### src/rtl/npc_sched_pkg.sv
// rtl/npc_sched_pkg.sv - shared types and constants for the next-PC scheduler
package npc_sched_pkg;

    typedef enum logic [1:0] {
        ST_RUN     = 2'd0,
        ST_ENTER   = 2'd1,
        ST_HANDLER = 2'd2,
        ST_LEAVE   = 2'd3
    } state_t;

    typedef enum logic {
        EPC_SRC_PIPE  = 1'b0,
        EPC_SRC_FETCH = 1'b1
    } epc_src_t;

    localparam logic [4:0] EXC_INT  = 5'd0;
    localparam logic [4:0] EXC_ADEL = 5'd4;
    localparam logic [4:0] EXC_ADES = 5'd5;
    localparam logic [4:0] EXC_RI   = 5'd10;
    localparam logic [4:0] EXC_OV   = 5'd12;

    localparam int SR_IE_BIT  = 0;
    localparam int SR_EXL_BIT = 1;
    localparam int SR_IM_LSB  = 10;
    localparam int SR_IM_MSB  = 15;
    localparam int IM_W       = SR_IM_MSB - SR_IM_LSB + 1;

    localparam logic CFG_ADDR_SR  = 1'b0;
    localparam logic CFG_ADDR_EPC = 1'b1;

    function automatic logic [31:0] sr_pack(input logic [IM_W-1:0] im,
                                            input logic exl,
                                            input logic ie);
        logic [31:0] v;
        v                       = '0;
        v[SR_IM_MSB:SR_IM_LSB]  = im;
        v[SR_EXL_BIT]           = exl;
        v[SR_IE_BIT]            = ie;
        return v;
    endfunction

endpackage

### src/rtl/npc_sched_if.sv
// rtl/npc_sched_if.sv - pipeline-control and PC-register side signals of the scheduler
interface npc_sched_if;
    logic        stall;
    logic [31:0] pc_cur;
    logic [4:0]  fetch_exc;
    logic        br_valid;
    logic [31:0] br_target;
    logic [4:0]  pipe_exc;
    logic [31:0] pipe_epc;
    logic        eret;
    logic [5:0]  irq;
    logic        cfg_we;
    logic        cfg_addr;
    logic [31:0] cfg_wdata;
    logic [31:0] cfg_rdata;
    logic        pc_update;
    logic [31:0] pc_next;
    logic        flush;
    logic [4:0]  exc_code;
    logic        exl;

    modport master (
        output stall, pc_cur, fetch_exc, br_valid, br_target, pipe_exc,
               pipe_epc, eret, irq, cfg_we, cfg_addr, cfg_wdata,
        input  cfg_rdata, pc_update, pc_next, flush, exc_code, exl
    );

    modport slave (
        input  stall, pc_cur, fetch_exc, br_valid, br_target, pipe_exc,
               pipe_epc, eret, irq, cfg_we, cfg_addr, cfg_wdata,
        output cfg_rdata, pc_update, pc_next, flush, exc_code, exl
    );
endinterface

### src/rtl/npc_sched_exc_prio_enc.sv
// rtl/npc_sched_exc_prio_enc.sv - picks the winning exception/interrupt request
module exc_prio_enc
    import npc_sched_pkg::*;
(
    input  logic [4:0] i_pipe_exc,
    input  logic [4:0] i_fetch_exc,
    input  logic       i_int_pend,
    output logic       o_req,
    output logic [4:0] o_code,
    output epc_src_t   o_epc_src
);

    // Oldest pipeline fault outranks the fetch fault, which outranks interrupts.
    always_comb begin
        o_req     = 1'b0;
        o_code    = EXC_INT;
        o_epc_src = EPC_SRC_PIPE;
        if (i_pipe_exc != 5'd0) begin
            o_req  = 1'b1;
            o_code = i_pipe_exc;
        end else if (i_fetch_exc != 5'd0) begin
            o_req     = 1'b1;
            o_code    = i_fetch_exc;
            o_epc_src = EPC_SRC_FETCH;
        end else if (i_int_pend) begin
            o_req  = 1'b1;
            o_code = EXC_INT;
        end
    end

endmodule

### src/rtl/npc_sched.sv
// rtl/npc_sched.sv - next-PC scheduler and exception sequencer; NPC_SCHED_IRQ_EN enables the interrupt path
module npc_sched
    import npc_sched_pkg::*;
#(
    parameter logic [31:0] RESET_PC   = 32'h0000_3000,
    parameter logic [31:0] HANDLER_PC = 32'h0000_4180
) (
    input  logic       clk,
    input  logic       reset,
    npc_sched_if.slave bus
);

    state_t          r_state;
    state_t          w_next_state;
    logic [31:0]     r_epc;
    logic [4:0]      r_exc_code;
    logic            r_exl;
    logic            r_ie;
    logic [IM_W-1:0] r_im;

    logic            w_int_pend;
    logic            w_req;
    logic [4:0]      w_code;
    epc_src_t        w_epc_src;
    logic [31:0]     w_req_epc;
    logic [31:0]     w_seq_pc;
    logic            w_pc_update;
    logic [31:0]     w_pc_next;
    logic            w_flush;
    logic            w_epc_cap;
    logic            w_code_cap;
    logic            w_exl_set;
    logic            w_exl_clr;
    logic            w_sr_we;
    logic            w_epc_we;

`ifdef NPC_SCHED_IRQ_EN
    assign w_int_pend = (|(bus.irq & r_im)) & r_ie & ~r_exl & (r_state == ST_RUN);
`else
    assign w_int_pend = 1'b0;
`endif

    exc_prio_enc u_prio (
        .i_pipe_exc  (bus.pipe_exc),
        .i_fetch_exc (bus.fetch_exc),
        .i_int_pend  (w_int_pend),
        .o_req       (w_req),
        .o_code      (w_code),
        .o_epc_src   (w_epc_src)
    );

    assign w_req_epc = (w_epc_src == EPC_SRC_FETCH) ? bus.pc_cur : bus.pipe_epc;
    assign w_seq_pc  = bus.br_valid ? bus.br_target : bus.pc_cur + 32'd4;
    assign w_sr_we   = bus.cfg_we & (bus.cfg_addr == CFG_ADDR_SR);
    assign w_epc_we  = bus.cfg_we & (bus.cfg_addr == CFG_ADDR_EPC);

    always_ff @(posedge clk) begin
        if (reset) begin
            r_state <= ST_RUN;
        end else begin
            r_state <= w_next_state;
        end
    end

    always_comb begin
        w_next_state = r_state;
        w_pc_update  = 1'b0;
        w_pc_next    = RESET_PC;
        w_flush      = 1'b0;
        w_epc_cap    = 1'b0;
        w_code_cap   = 1'b0;
        w_exl_set    = 1'b0;
        w_exl_clr    = 1'b0;
        case (r_state)
            ST_RUN: begin
                w_pc_next = w_seq_pc;
                if (w_req) begin
                    w_next_state = ST_ENTER;
                    w_epc_cap    = 1'b1;
                    w_code_cap   = 1'b1;
                end else begin
                    w_pc_update = ~bus.stall;
                end
            end
            ST_ENTER: begin
                w_pc_update  = 1'b1;
                w_pc_next    = HANDLER_PC;
                w_flush      = 1'b1;
                w_exl_set    = 1'b1;
                w_next_state = ST_HANDLER;
            end
            ST_HANDLER: begin
                // Nested faults keep the original EPC so ERET still returns to user code.
                w_pc_next = w_seq_pc;
                if (w_req) begin
                    w_next_state = ST_ENTER;
                    w_code_cap   = 1'b1;
                end else if (bus.eret) begin
                    w_next_state = ST_LEAVE;
                end else begin
                    w_pc_update = ~bus.stall;
                end
            end
            ST_LEAVE: begin
                w_pc_update  = 1'b1;
                w_pc_next    = r_epc;
                w_flush      = 1'b1;
                w_exl_clr    = 1'b1;
                w_next_state = ST_RUN;
            end
            default: begin
                w_next_state = ST_RUN;
            end
        endcase
        if (reset) begin
            w_pc_update = 1'b0;
            w_pc_next   = RESET_PC;
            w_flush     = 1'b0;
        end
    end

    // Hardware captures take priority over software writes in the same cycle.
    always_ff @(posedge clk) begin
        if (reset) begin
            r_epc      <= '0;
            r_exc_code <= EXC_INT;
            r_exl      <= 1'b0;
            r_ie       <= 1'b0;
            r_im       <= '0;
        end else begin
            if (w_epc_cap) begin
                r_epc <= w_req_epc;
            end else if (w_epc_we) begin
                r_epc <= bus.cfg_wdata;
            end
            if (w_code_cap) begin
                r_exc_code <= w_code;
            end
            if (w_exl_set) begin
                r_exl <= 1'b1;
            end else if (w_exl_clr) begin
                r_exl <= 1'b0;
            end else if (w_sr_we) begin
                r_exl <= bus.cfg_wdata[SR_EXL_BIT];
            end
`ifdef NPC_SCHED_IRQ_EN
            if (w_sr_we) begin
                r_ie <= bus.cfg_wdata[SR_IE_BIT];
                r_im <= bus.cfg_wdata[SR_IM_MSB:SR_IM_LSB];
            end
`else
            r_ie <= 1'b0;
            r_im <= '0;
`endif
        end
    end

    assign bus.cfg_rdata = (bus.cfg_addr == CFG_ADDR_SR) ? sr_pack(r_im, r_exl, r_ie) : r_epc;
    assign bus.pc_update = w_pc_update;
    assign bus.pc_next   = w_pc_next;
    assign bus.flush     = w_flush;
    assign bus.exc_code  = r_exc_code;
    assign bus.exl       = r_exl;

endmodule

### src/flat_wrapper.sv
// flat-port wrapper written by rule: the top's interface ports become plain ports
module npc_sched_flat import npc_sched_pkg::*;
#(
    parameter logic [31:0] RESET_PC   = 32'h0000_3000,
    parameter logic [31:0] HANDLER_PC = 32'h0000_4180
)
  (clk, reset, bus_stall, bus_pc_cur, bus_fetch_exc, bus_br_valid, bus_br_target, bus_pipe_exc, bus_pipe_epc, bus_eret, bus_irq, bus_cfg_we, bus_cfg_addr, bus_cfg_wdata, bus_cfg_rdata, bus_pc_update, bus_pc_next, bus_flush, bus_exc_code, bus_exl);
  npc_sched_if bus_i ();
  input  logic clk;
  input  logic reset;
  input wire logic [$bits(bus_i.stall)-1:0] bus_stall;
  input wire logic [$bits(bus_i.pc_cur)-1:0] bus_pc_cur;
  input wire logic [$bits(bus_i.fetch_exc)-1:0] bus_fetch_exc;
  input wire logic [$bits(bus_i.br_valid)-1:0] bus_br_valid;
  input wire logic [$bits(bus_i.br_target)-1:0] bus_br_target;
  input wire logic [$bits(bus_i.pipe_exc)-1:0] bus_pipe_exc;
  input wire logic [$bits(bus_i.pipe_epc)-1:0] bus_pipe_epc;
  input wire logic [$bits(bus_i.eret)-1:0] bus_eret;
  input wire logic [$bits(bus_i.irq)-1:0] bus_irq;
  input wire logic [$bits(bus_i.cfg_we)-1:0] bus_cfg_we;
  input wire logic [$bits(bus_i.cfg_addr)-1:0] bus_cfg_addr;
  input wire logic [$bits(bus_i.cfg_wdata)-1:0] bus_cfg_wdata;
  output wire logic [$bits(bus_i.cfg_rdata)-1:0] bus_cfg_rdata;
  output wire logic [$bits(bus_i.pc_update)-1:0] bus_pc_update;
  output wire logic [$bits(bus_i.pc_next)-1:0] bus_pc_next;
  output wire logic [$bits(bus_i.flush)-1:0] bus_flush;
  output wire logic [$bits(bus_i.exc_code)-1:0] bus_exc_code;
  output wire logic [$bits(bus_i.exl)-1:0] bus_exl;
  assign bus_i.stall = bus_stall;
  assign bus_i.pc_cur = bus_pc_cur;
  assign bus_i.fetch_exc = bus_fetch_exc;
  assign bus_i.br_valid = bus_br_valid;
  assign bus_i.br_target = bus_br_target;
  assign bus_i.pipe_exc = bus_pipe_exc;
  assign bus_i.pipe_epc = bus_pipe_epc;
  assign bus_i.eret = bus_eret;
  assign bus_i.irq = bus_irq;
  assign bus_i.cfg_we = bus_cfg_we;
  assign bus_i.cfg_addr = bus_cfg_addr;
  assign bus_i.cfg_wdata = bus_cfg_wdata;
  assign bus_cfg_rdata = bus_i.cfg_rdata;
  assign bus_pc_update = bus_i.pc_update;
  assign bus_pc_next = bus_i.pc_next;
  assign bus_flush = bus_i.flush;
  assign bus_exc_code = bus_i.exc_code;
  assign bus_exl = bus_i.exl;
  npc_sched #(.RESET_PC(RESET_PC), .HANDLER_PC(HANDLER_PC)) u_core (.clk(clk), .reset(reset), .bus(bus_i));
endmodule
### config.mk
export PLATFORM = sky130hd
export DESIGN_NAME = npc_sched_flat
export DESIGN_NICKNAME = d
export VERILOG_FILES = /design/src/rtl/npc_sched_pkg.sv /design/src/rtl/npc_sched_if.sv /design/src/rtl/npc_sched_exc_prio_enc.sv /design/src/rtl/npc_sched.sv /design/src/flat_wrapper.sv
export SDC_FILE = /design/constraint.sdc
export NUM_CORES = 1
export LEC_CHECK = 0
export CAP_MARGIN = 10
export CORE_MARGIN = 1
export CORE_UTILIZATION = 42
export CTS_CLUSTER_DIAMETER = 100
export CTS_CLUSTER_SIZE = 30
export DETAILED_ROUTE_END_ITERATION = 10
export PLACE_DENSITY = 0.91
export SLEW_MARGIN = 20
export SYNTH_ARGS = -nofsm -noshare
export SYNTH_HDL_FRONTEND = slang
export SYNTH_SLANG_ARGS = --single-unit
### constraint.sdc
create_clock -name clk -period 6.85 [get_ports clk]
set_input_delay 1.37 -clock clk [delete_from_list [all_inputs] [get_ports clk]]
set_output_delay 1.37 -clock clk [all_outputs]
set_load 0.05 [all_outputs]
After elaboration in Yosys (flattened, before gate mapping)

Index checks and enable logic that the tools add are counted.

Output and inout bits: 72
Input port bits: 151
Bits in registers: 40

Bitwise operators: 4
Mux-type cells: 31
Eq/ne operators: 5
$add $sub $neg: 1
Reduce and logical (&&, ||, !) cells: 8

Operators by type and width:

| kind                    | number |
|---|---|
| $mux W32                | 6 |
| $pmux W32 S3            | 1 |
| $add A32 B3 Y32 const B | 1 |
| $mux W1                 | 17 |
| $mux W5                 | 2 |
| $reduce_bool A5 Y1      | 2 |
| $pmux W2 S4             | 1 |
| $mux W2                 | 3 |
| $eq A2 B2 Y1 const B    | 2 |
| $reduce_or A2 Y1        | 2 |
| $ne A3 B3 Y1 const B    | 1 |
| $pmux W1 S3             | 1 |
| $reduce_bool A3 Y1      | 1 |
| $and A1 B1 Y1           | 2 |
| $eq A2 B1 Y1 const B    | 1 |
| $logic_not A2 Y1        | 1 |
| $ne A2 B2 Y1 const B    | 1 |
| $not A1 Y1              | 2 |
| $reduce_and A2 Y1       | 1 |
| $reduce_bool A2 Y1      | 1 |

Logic depth before layout (Yosys ltp)

Gate-level depths: netlist of the first run.

Depth in word-level cells: 6
Depth in mapped cells: 8
Depth with buffers taken out: 6

Modules after synthesis

From an unflattened synthesis of the first run, not the netlist that was laid out.

Cells, all modules: 568
Area total of the unflattened synthesis: 3958.8 um^2

Modules (own cells, without submodules):

| module       | area an instance (um^2) | cells an instance | times used | seq. area each (um^2) |
|---|---|---|---|---|
| npc_sched    | 3847.4                  | 552               | 1          | 800.8 |
| exc_prio_enc | 111.4                   | 16                | 1          | 0.0 |

Worst setup path after synthesis of the first run

OpenSTA, ideal clock, no wires.

Path kind: input -> output
From: in bus_pc_cur[2]
To: out bus_pc_next[26]
Cell stages on the path: 7
Required time: 5.480 ns
Slack: 1.752 ns
Data arrival time: 3.728 ns
Path through: ha_1 -> and3_1 -> clkbuf_1 -> nand3_1 -> nor4_1 -> xnor2_1 -> a211oi_1

Longest elaborated chain between the ends: 4

Ends and longest elaborated chain:

| item            | RTL line           | RTL |
|---|---|---|
| start, declared | flat_wrapper.sv:12 | `input wire logic [$bits(bus_i.pc_cur)-1:0] bus_pc_cur;` |
| $add A32 B3 Y32 | npc_sched.sv:53    | `assign w_seq_pc = bus.br_valid ? bus.br_target : bus.pc_cur + 32'd4;` |
| $mux W32        | npc_sched.sv:53    |  |
| $pmux W32 S3    | npc_sched.sv:74    | `case (r_state)` |
| $mux W32        | npc_sched.sv:115   | `if (reset) begin` |
| end, declared   | flat_wrapper.sv:25 | `output wire logic [$bits(bus_i.pc_next)-1:0] bus_pc_next;` |

No other way between the ends.

Final worst setup path of the first run

Ends and elaborated chain as after synthesis.

==> metrics.md, run 1 <==
| Metric | Value |
|---|---|
| PortBufs | approximately 220 |
| Largest net degree at the start of global routing | 67 |
| Ys async rst share | 0 |
| HP Class | flop to flop |
| Avg WL per Cell | 19.9 um |
| Post-synthesis sequential area ratio | 0.213 |
| RSZ-0062 raised after global routing | false |
| Final period utilization | 0.867 |
| Total CTS buffers | 5 |
| Largest family of logic cells by synthesized area | compound AO/OA/AOI/OAI gates |
| CTS tree | done |
| Number of synthesized register bits | 40 |
| Post-synth top area share | 0.213 |
| Post-synth EDFFs | 0 |
| Setup Buffers After CTS | 0 |
| Slew Viols, Final | 0 |
| Period minus WS final | 5.94 ns |
| Crit path max-delay cell type | clkdlybuf4s50_1 |
| Worst Path Class, Setup | input pin to output port |
| Sequential fraction of design power | 0.324 |
| FMAX | ~0.17 GHz |
| Startpoint types | input pin |
| Hold violation count in the final report | 0 |
| H-Tree Depth | 2 |
| First-pass GRT wire length | between 20 and 25 mm |
| Row count | 34 |
| Post-route DRC | 0 |
| Die span in y | 96.5 um |
| Post-DP Area | 0.00587 mm2 |
| Synth Area in XOR/XNOR | 0.0630 |
| DRT iter0 DRCs | 276 |
| DR vias | 4626 |
| Yosys top cell by area | dfxtp_1 |
| GRT Resource Usage Total | 0.313 |
| Final Cell Area | approximately 0.0060 mm2 |
| Clock Sinks | 40 |
| Top post-synthesis cells by area | dfxtp_1 (21%), a211oi_2 (10%), mux2i_1 (9.6%) |
| Antenna Nets Post-Route | 0 |
| Ratio of cells with drive above 1 in the final layout | 0.0779 |
| Total wire length | 15.2 mm |
| Yosys cell types | 42 |
| Leak | 2.08 nW |
| Root Driver | clkbuf_8 |
| Clock-pin slew on the worst setup and hold paths | 0.07 ns |
| Syn Area/Cell | around 8 um2 |
| Proportion of synthesized area in mux cells | 0.0990 |
| Initial Utilization | 0.433 |
| Internal power | 0.523 mW |
| Core Area | between 0.008 and 0.009 mm2 |
| IO Pins | 223 |
| Final Net Count | 807 |
| Post-Synth Simple-Gate Area | 0.248 |
| Initial antenna violation count | 0 |
| PwrDens | ~140 mW/mm2 |
| CP Cell Sequence | clkdlybuf4s50_1, ha_1, and3_1, nand3_1, nor4_1, xnor2_1, a211oi_1, clkdlybuf4s50_1 |
| Switching part of the total | 0.390 |
| Clk pwr share | 0.202 |
| Adder-Cell Fraction of Synth Area | 0.00333 |
| Max stage delay on crit path | 0.86 ns |
| Area Growth Syn to Fin | 58.9% |
| Worst-path maximum fanout | 7 |
| Hold_buf cts | 0 |
| CP required | 5.48 ns |
| Die W | 96.5 um |
| Clk_skew | 0.00510 ns |
| Switching power | 0.335 mW |
| Most frequent CP cell | clkdlybuf4s50_1 |
| Combinational group share of total power | 0.474 |
| Clk_lat worst skew | 0.29 ns |
| HPWL Detailed | 11.0 mm |
| Relative slew slack | 0.289 |
| Vias in the first global route | 4573 |
| Post-cts resize count | 0 |
| First-pass iteration count of the detailed router | 5 |
| Clock buffer depth | 2 |
| Die Area | a little over 0.009 mm2 |
| Grt ovf | 0 |
| Syn_nets | 623 |
| Post-synthesis compound-gate area fraction | 0.309 |
| Worst-Margin Slew | 1.06 ns |
| Dominant synthesized flop cell | dfxtp_1 |
| Total of max-cap violations | 0 |
| Placer Congestion | 0.889 |
| Inserted Diodes | 0 |
| Crit. End Element | output port |
| Cells after Synth | 471 |
| Setup_tns | 0 ns |
| Worst VDD drop | 0.0000811 V |
| Drt via density | between 6 and 7 |
| Final Setup Violations | 0 |
| Total chip power | 0.858 mW |
| Outcome | complete, no violations |
| Synth Warn # | 0 |
| Fin Hold WS | 0.503 ns |
| Cell area after synthesis | 0.00375 mm2 |
| Critical Path AT | 4.57 ns |
## synthesized netlist by cell type (5+ instances only)
master and n:
nor4_1 7, nor3_1 6, xor2_1 8, a21oi_1 17, mux2i_1 36, and2_1 32, and4_1 5, a211oi_1 48
xnor2_1 19, nand3_1 10, a22oi_1 10, nand4_1 8, clkbuf_1 29, nor2_1 17, o21ai_0 26, and3_1 35
dfxtp_1 40, a211oi_2 30, inv_1 5, buf_6 7, nand2_1 40
## cell usage in the layout, fill, tap and decap left out, types with 2 or more instances in the layout
master and instances:
o21ai_0 26, nand3_1 10, a211oi_1 48, o22ai_1 3, clkbuf_8 7, and3_1 35, a221oi_1 2, clkdlybuf4s50_1 214
nand4_1 8, and2_1 32, buf_2 2, and4_1 5, a22o_1 4, inv_1 5, a21oi_1 17, mux2i_1 36
a32oi_1 2, xnor2_1 19, xor2_1 8, buf_4 5, nor2b_1 2, nand2_1 39, nor3_1 6, nor2_1 16
a22oi_1 10, nor4_1 7, a211oi_2 30, dfxtp_1 40
## flip-flops by register name (all words and copies together), names as in the netlist
signal               flops
u_core.r_state           2
u_core.bus.exc_code      5
u_core.bus.exl           1
u_core.r_epc            32
## path summary, 6_finish.rpt
kind,start,end,slack [ns],cells after the start
hold reg to reg,u_core.bus.exc_code[2],u_core.bus.exc_code[2],0.50,2
hold / removal,u_core.bus.exc_code[2],u_core.bus.exc_code[2],0.50,2
setup reg to reg,u_core.r_state[0],u_core.r_epc[2],3.77,6
setup / recovery,bus_pc_cur[2],bus_pc_next[26],0.91,8
## logic make-up after synthesis
| family | after synthesis |
|---|---|
| DFF | 40 |
| muxes | 37 |
| AOI/OAI and AO/OA | 147 |
| and+or+nand+nor | 170 |
| adders and majority gates | 1 |
| buffers and inverters | 49 |
| xor gates and xnor gates | 27 |
## worst max-delay path: cells and delay by family
family | cells | cell delay (ns)
AND/OR/NAND/NOR | 3 | 1.14
XOR/XNOR | 1 | 0.12
adder cells (fa/ha/maj) | 1 | 0.21
buffers and inverters | 2 | 1.42
AO/OA/AOI/OAI | 1 | 0.29
## metal layers
layer  share of wire  vias up  GRT usage
li1                -     2152          -
met5               0        -          0
met2            0.51      222      0.589
met4           0.022        0     0.0956
met1            0.39     2226      0.354
met3           0.079       26     0.0595
## power groups by stage
stage / Combinational (mW) / Sequential (mW) / Clock [mW]
floorplan: 0.224 / 0.284 / 0
global placement: 0.396 / 0.281 / 0
detailed placement: 0.403 / 0.283 / 0
CTS: 0.405 / 0.277 / 0.178
global route: 0.428 / 0.281 / 0.188
finish: 0.406 / 0.278 / 0.173
## cell type report
cell class	count	area, um2
Tap cell	108	135
Inverter	5	18.8
Timing Repair Buffer	221	2190
Multi-Input combinational cell	382	2720
Sequential cell	40	801
Fill cell	732	2710
Clock buffer	7	96.3
## stage by stage
stage                     utilization  setup slack [ns]  std cells
after floorplan                     -              1.75        471
after global placement          0.676              1.02        756
after CTS                       0.687             0.927        763
after detailed placement        0.676             0.950        756
after global routing            0.687             0.625        763
final                           0.687             0.913        763
Power figures use the tool's default switching activity.
==> run 2: changes to the inputs <==
--- a/config.mk
+++ b/config.mk
@@ -6,13 +6,15 @@
 export NUM_CORES = 1
 export LEC_CHECK = 0
 export CAP_MARGIN = 10
+export CORE_ASPECT_RATIO = 2
 export CORE_MARGIN = 1
-export CORE_UTILIZATION = 42
-export CTS_CLUSTER_DIAMETER = 100
+export CORE_UTILIZATION = 43
+export CTS_CLUSTER_DIAMETER = 120
 export CTS_CLUSTER_SIZE = 30
 export DETAILED_ROUTE_END_ITERATION = 10
-export PLACE_DENSITY = 0.91
+export PLACE_DENSITY = 0.92
 export SLEW_MARGIN = 20
 export SYNTH_ARGS = -nofsm -noshare
 export SYNTH_HDL_FRONTEND = slang
+export SYNTH_HIERARCHICAL = 1
 export SYNTH_SLANG_ARGS = --single-unit
==> metrics.md, run 2 <==
| Metric | Value |
|---|---|
| First-pass iteration count of the detailed router | 5 (unchanged) |
| Post-route DRC | 0 (unchanged) |
| Ratio of cells with drive above 1 in the final layout | 0.0468 (-0.0311) |
| Crit. End Element | output port |
| Post-synth EDFFs | 0 (unchanged) |
| Final period utilization | 0.843 (-0.0238) |
| PwrDens | 158 mW/mm2 (+9.9%) |
| Largest net degree at the start of global routing | 67 (unchanged) |
| Initial antenna violation count | 0 (unchanged) |
| Vias in the first global route | 5224 (+14%) |
| Clock buffer depth | 2 (unchanged) |
| Core Area | 0.00895 mm2 (+3.1%) |
| CP required | 5.48 ns (about the same) |
| IO Pins | 223 (unchanged) |
| Post-DP Area | 0.00613 mm2 (+4.4%) |
| Startpoint types | input pin |
| Critical Path AT | 4.40 ns (-0.17 ns) |
| Dominant synthesized flop cell | dfxtp_1 |
| Post-synth top area share | 0.202 (-0.0111) |
| Relative slew slack | 0.275 (-0.0136) |
| Met3 wire len | 1.25 mm (+3.3%) |
| Top-count cell post-synth | nand2_1 |
| Cells after Synth | 568 (+21%) |
| Avg WL per Cell | 20.2 um (+1.7%) |
| Total of max-cap violations | 0 (unchanged) |
| Final Cell Area | 0.00629 mm2 (+5.5%) |
| Sequential fraction of design power | 0.281 (-0.043) |
| Outcome | complete, no violations |
| Worst Path Class, Setup | input pin to output port |
| RSZ-0062 raised after global routing | false |
| Placer Congestion | 0.862 (-3.1%) |
| Leak | 2.21 nW (+6.5%) |
| Worst-path maximum fanout | 9 (+2) |
| Highest Signal Layer | met4 |
| Max reg flops | 32 (unchanged) |
| Top post-synthesis cells by area | dfxtp_1 (20%), mux2i_1 (11%), nand2_1 (8.8%) |
| Layout fillers | 731 (-0.14%) |
| Clock-pin slew on the worst setup and hold paths | 0.06 ns (about the same) |
| Biggest register | u_core/r_epc |
| First-pass GRT wire length | 26.1 mm (+17%) |
| Total wire length | 17.2 mm (+13%) |
| Combinational group share of total power | 0.442 (-0.032) |
| Die Area | 0.00962 mm2 (+3.2%) |
| Syn_nets | 720 (+16%) |
| Commonest non-fill, non-tap cell in the layout | clkdlybuf4s50_1 |
| Row count | 49 (+44%) |
| Yosys cell types | 56 (+33%) |
| Met1 Wirelength | 5.73 mm (-3.0%) |
| Hold_buf cts | 0 (unchanged) |
| Initial Utilization | 0.442 (+0.00974) |
| Pre-CTS WS | 1.11 ns (+0.160 ns) |
| Clk pwr share | 0.276 (+0.074) |
| Die span in y | 138 um (+43%) |
| Post-cts resize count | 0 (unchanged) |
| Die W | 69.8 um (-28%) |
| Worst-Margin Slew | 1.09 ns (+0.0227 ns) |
| Top post-synthesis cells by count | nand2_1 (93), a21oi_1 (46), clkbuf_1 (45) |
| Setup Buffers After CTS | 0 (unchanged) |
| Drt via density | 6.24 (+2.9%) |
| Root Driver | clkbuf_16 |
| Synth Warn # | 6 (+6) |
| PortBufs | 216 (unchanged) |
| Slew Viols, Final | 0 (unchanged) |
| Grt ovf | 0 (unchanged) |
| Total CTS buffers | 5 (unchanged) |
| Syn Area/Cell | 6.97 um2 (-13%) |
| Area Growth Syn to Fin | 59.0% (about the same) |
| Switching power | 0.381 mW (+14%) |
| Inserted Diodes | 0 (unchanged) |
| Ys async rst share | 0 (unchanged) |
| Most frequent cells in the layout | clkdlybuf4s50_1 (215), nand2_1 (93), a21oi_1 (45) |
| GRT Resource Usage Total | 0.343 (+0.0297) |
| HPWL Detailed | 12.3 mm (+11%) |
| Final Setup Violations | 0 (unchanged) |
| Worst VDD drop | 0.000133 V (+64%) |
| Setup slack after layout | 1.08 ns (+0.163 ns) |
| Clock Sinks | 40 (unchanged) |
| Internal power | 0.614 mW (+17%) |
| Number of synthesized register bits | 40 (unchanged) |
| Antenna Nets Post-Route | 0 (unchanged) |
| Clk_skew | 0.00215 ns (-0.00294 ns) |
| Final Net Count | 899 (+11%) |
| Yosys top cell by area | dfxtp_1 |
| H-Tree Depth | 2 (unchanged) |
| Met2 wire length | 9.35 mm (+21%) |
| Setup_tns | 0 ns (unchanged) |
| DR vias | 5302 (+15%) |
| CTS tree | done |
| Post-synthesis sequential area ratio | 0.202 (-0.0111) |
| HP Class | flop to flop |
| Cell area after synthesis | 0.00396 mm2 (+5.5%) |
| Flop-to-flop setup slack | 4.18 ns (+0.41 ns) |
| Switching part of the total | 0.383 (-0.00781) |
| Clk_lat worst skew | 0.29 ns (about the same) |
| Hold violation count in the final report | 0 (unchanged) |
| DRT iter0 DRCs | 587 (+110%) |
| Period minus WS final | 5.77 ns (-0.163 ns) |
| FMAX | 0.173 GHz (+2.8%) |
[run 2: cell types whose count changed in the layout (fill, tap and decap cells not counted), moves of 9 or more]
cell / delta
a211oi_1: -38
a211o_1: +9
nor3_1: +10
nor2_1: +22
a21oi_1: +28
o21ai_0: -23
and3_1: -33
nand2_1: +54
a211oi_2: -30
o211ai_1: +35
[run 2: stage by stage]
step           cells  power [mW]  hold slack, ns  utilization
3_3_place_gp     842       0.706           0.452        0.684
5_1_grt          850        1.04           0.481        0.703
4_1_cts          850       0.992           0.469        0.703
6_report         850       0.995           0.466        0.703
2_1_floorplan    568       0.522           0.440            -
3_5_place_dp     842       0.718           0.460        0.684
[run 2: area by class of cell]
class                           count  area [um2]  share of cell area
Clock buffer                        5         125              0.0199
Clock inverter                      3        42.5             0.00676
Inverter                           13        48.8             0.00775
Multi-Input combinational cell    462        2930               0.465
Sequential cell                    40         801               0.127
Tap cell                          102         128              0.0203
Timing Repair Buffer              225        2220               0.353
[run 2: logic make-up (layout without fill, tap and decap cells)]
kind of cell | Yosys count | after routing | synth area share
AO/OA/AOI/OAI | 162 | 162 | 0.285
XOR/XNOR | 11 | 11 | 0.0243
adder cells (fa/ha/maj) | 1 | 1 | 0.00316
buffers and inverters | 66 | 246 | 0.0648
flip-flops | 40 | 40 | 0.202
multiplexers | 43 | 43 | 0.109
other | 1 | 1 | 0.000947
AND/OR/NAND/NOR | 244 | 244 | 0.310
[run 2: critical path, stage by stage]
cell and delay [ns]:
clkdlybuf4s50_1 0.64, nand3_4 0.18, or4_4 0.65, or4_1 0.56, o211ai_1 0.13, clkdlybuf4s50_1 0.86
[run 2: routing by layer]
metal,up-vias,GRT usage
met5,-,0
met4,0,0.204
met3,70,0.0600
met2,321,0.647
met1,2455,0.345
li1,2456,-
[run 2: path summary, 6_finish.rpt]
kind	end	from	cells after the start
worst max-delay path	bus_pc_next[18]	bus_pc_cur[5]	6
worst min-delay path	u_core/r_epc[11]	u_core/r_epc[11]	2
worst max register to register	u_core/r_epc[15]	u_core/r_state[1]	5
worst min register to register	u_core/r_epc[11]	u_core/r_epc[11]	2
[run 2: power groups by stage]
stage                     combinational, mW  clock [mW]  sequential (mW)
after detailed placement              0.434           0            0.284
final                                 0.440       0.275            0.280
after global routing                  0.465       0.289            0.283
after global placement                0.424           0            0.282
after CTS                             0.436       0.277            0.279
after floorplan                       0.241           0            0.282
==> run 3: changes to the inputs <==
--- a/config.mk
+++ b/config.mk
@@ -8,11 +8,11 @@
 export CAP_MARGIN = 10
 export CORE_ASPECT_RATIO = 2
 export CORE_MARGIN = 1
-export CORE_UTILIZATION = 43
+export CORE_UTILIZATION = 40
 export CTS_CLUSTER_DIAMETER = 120
 export CTS_CLUSTER_SIZE = 30
 export DETAILED_ROUTE_END_ITERATION = 10
-export PLACE_DENSITY = 0.92
+export PLACE_DENSITY = 0.86
 export SLEW_MARGIN = 20
 export SYNTH_ARGS = -nofsm -noshare
 export SYNTH_HDL_FRONTEND = slang
==> constraint.sdc (replaced) <==
create_clock -name clk -period 5.95 [get_ports clk]
set_input_delay 1.19 -clock clk [delete_from_list [all_inputs] [get_ports clk]]
set_output_delay 1.19 -clock clk [all_outputs]
set_load 0.05 [all_outputs]
==> metrics.md, run 3 (same netlist as run 2, synthesis figures left out) <==
| Metric | Value |
|---|---|
| PwrDens | 179 mW/mm2 (+13%) |
| Setup Buffers After CTS | 0 (unchanged) |
| Die W | 72.3 um (+3.6%) |
| Relative slew slack | 0.337 (+0.0621) |
| CP required | 4.76 ns (-0.72 ns) |
| Worst-Margin Slew | 0.992 ns (-0.0938 ns) |
| Worst Path Class, Setup | input pin to output port |
| Combinational group share of total power | 0.455 (+0.013) |
| IO Pins | 223 (unchanged) |
| Sequential fraction of design power | 0.273 (-0.008) |
| PortBufs | 216 (unchanged) |
| Biggest register | u_core/r_epc |
| H-Tree Depth | 2 (unchanged) |
| Grt ovf | 0 (unchanged) |
| Avg WL per Cell | 19.5 um (-3.5%) |
| Root Driver | clkbuf_16 |
| Slew Viols, Final | 0 (unchanged) |
| Setup_tns | 0 ns (unchanged) |
| Crit. End Element | output port |
| Vias in the first global route | 5247 (+0.44%) |
| Final Net Count | 905 (+0.67%) |
| Worst-path maximum fanout | 9 (unchanged) |
| Drt via density | 5.91 (-5.3%) |
| Setup slack after layout | 0.538 ns (-0.538 ns) |
| Period minus WS final | approximately 5.4 ns |
| Placer Congestion | 0.917 (+6.4%) |
| DRT iter0 DRCs | 518 (-12%) |
| Antenna Nets Post-Route | 0 (unchanged) |
| GRT Resource Usage Total | 0.326 (-0.0173) |
| Largest net degree at the start of global routing | 67 (unchanged) |
| Critical Path AT | 4.22 ns (-0.18 ns) |
| Die span in y | 143 um (+3.6%) |
| Commonest non-fill, non-tap cell in the layout | clkdlybuf4s50_1 |
| Final period utilization | 0.910 |
| Clock Sinks | 40 (unchanged) |
| Clk pwr share | 0.272 (-0.004) |
| FMAX | 0.185 GHz |
| Hold violation count in the final report | 0 (unchanged) |
| Worst reg2reg path depth | 6 (+1) |
| RSZ-0062 raised after global routing | false |
| First-pass GRT wire length | 26.1 mm (-0.13%) |
| WHS Path Cells | 2 (unchanged) |
| Die Area | 0.0103 mm2 (+7.3%) |
| CTS tree | done |
| First-pass iteration count of the detailed router | 5 (unchanged) |
| Clock buffer depth | 2 (unchanged) |
| Pre-CTS WS | 0.577 ns (-0.533 ns) |
| Switching power | 0.440 mW (+15%) |
| Clk_lat worst skew | 0.29 ns (about the same) |
| Outcome | complete, no violations |
| Ratio of cells with drive above 1 in the final layout | 0.0782 (+0.0315) |
| Total wire length | 17.3 mm (+0.74%) |
| Startpoint types | input pin |
| Total CTS buffers | 5 (unchanged) |
| Switching part of the total | 0.379 (-0.00335) |
| Final Setup Violations | 0 (unchanged) |
| Clock-pin slew on the worst setup and hold paths | 0.06 ns (about the same) |
| Internal power | 0.719 mW (+17%) |
| Hold_buf cts | 0 (unchanged) |
| HP Class | flop to flop |
| Total of max-cap violations | 0 (unchanged) |
| DR vias | 5240 (-1.2%) |
| HPWL Detailed | 12.6 mm (+2.1%) |
| Post-route DRC | 0 (unchanged) |
| Core Area | 0.00970 mm2 (+8.4%) |
| Max reg flops | 32 (unchanged) |
| Leak | 2.31 nW (+4.5%) |
| Initial antenna violation count | 1 (+1) |
| Clk_skew | 0.00706 ns (+0.00491 ns) |
| Most frequent cells in the layout | clkdlybuf4s50_1 (197), nand2_1 (93), a21oi_1 (45) |
| Area Growth Syn to Fin | 63.4% |
| Initial Utilization | 0.408 (-0.0341) |
| Row count | 51 (+4.1%) |
| Post-cts resize count | 0 (unchanged) |
| Worst VDD drop | 0.000139 V (+4.6%) |
==> run 3: power groups by stage <==
stage | clock network (mW) | registers, mW | logic, mW
6_report | 0.315 | 0.316 | 0.528
5_1_grt | 0.330 | 0.318 | 0.553
4_1_cts | 0.319 | 0.314 | 0.525
3_5_place_dp | 0 | 0.320 | 0.522
3_3_place_gp | 0 | 0.319 | 0.511
2_1_floorplan | 0 | 0.324 | 0.277
==> run 3: worst paths after layout <==
path / startpoint / to / slack, ns
max: bus_pc_cur[5] / bus_pc_next[20] / 0.54
min reg2reg: u_core/r_epc[15] / u_core/r_epc[15] / 0.47
min: u_core/r_epc[15] / u_core/r_epc[15] / 0.47
max reg2reg: u_core/r_state[0] / u_core/r_epc[31] / 3.38
==> run 3: area by class of cell <==
class                   instances  area, um2
repair buffers                231       2360
clock buffers                   6        129
multi-input cells             462       2930
clock inverters                 2       35.0
well taps                     132        165
inverters                      13       48.8
flip-flops and latches         40        802
fillers                       874       3230
diodes                          1       2.50
==> run 3: layer usage <==
layer	up-vias	global-route usage	wire length [um]
li1	2462	-	-
met1	2436	0.327	5990
met2	278	0.605	9330
met3	64	0.0536	1070
met4	0	0.198	928
met5	-	0	0
==> run 3: through the flow <==
stage	std cells	utilization	hold WS, ns	power (mW)	cell area (um2)
2_1_floorplan	568	-	0.440	0.601	3960
3_3_place_gp	878	0.650	0.451	0.830	6300
3_5_place_dp	878	0.650	0.458	0.842	6300
4_1_cts	886	0.667	0.466	1.16	6470
5_1_grt	887	0.667	0.492	1.20	6470
6_report	887	0.667	0.471	1.16	6470
==> run 3: critical path, stage by stage <==
cell and delay (ns):
clkdlybuf4s50_1 0.64, nand3_4 0.17, or4_4 0.64, o311a_1 0.37, nor4_2 0.32, clkdlybuf4s50_1 0.89
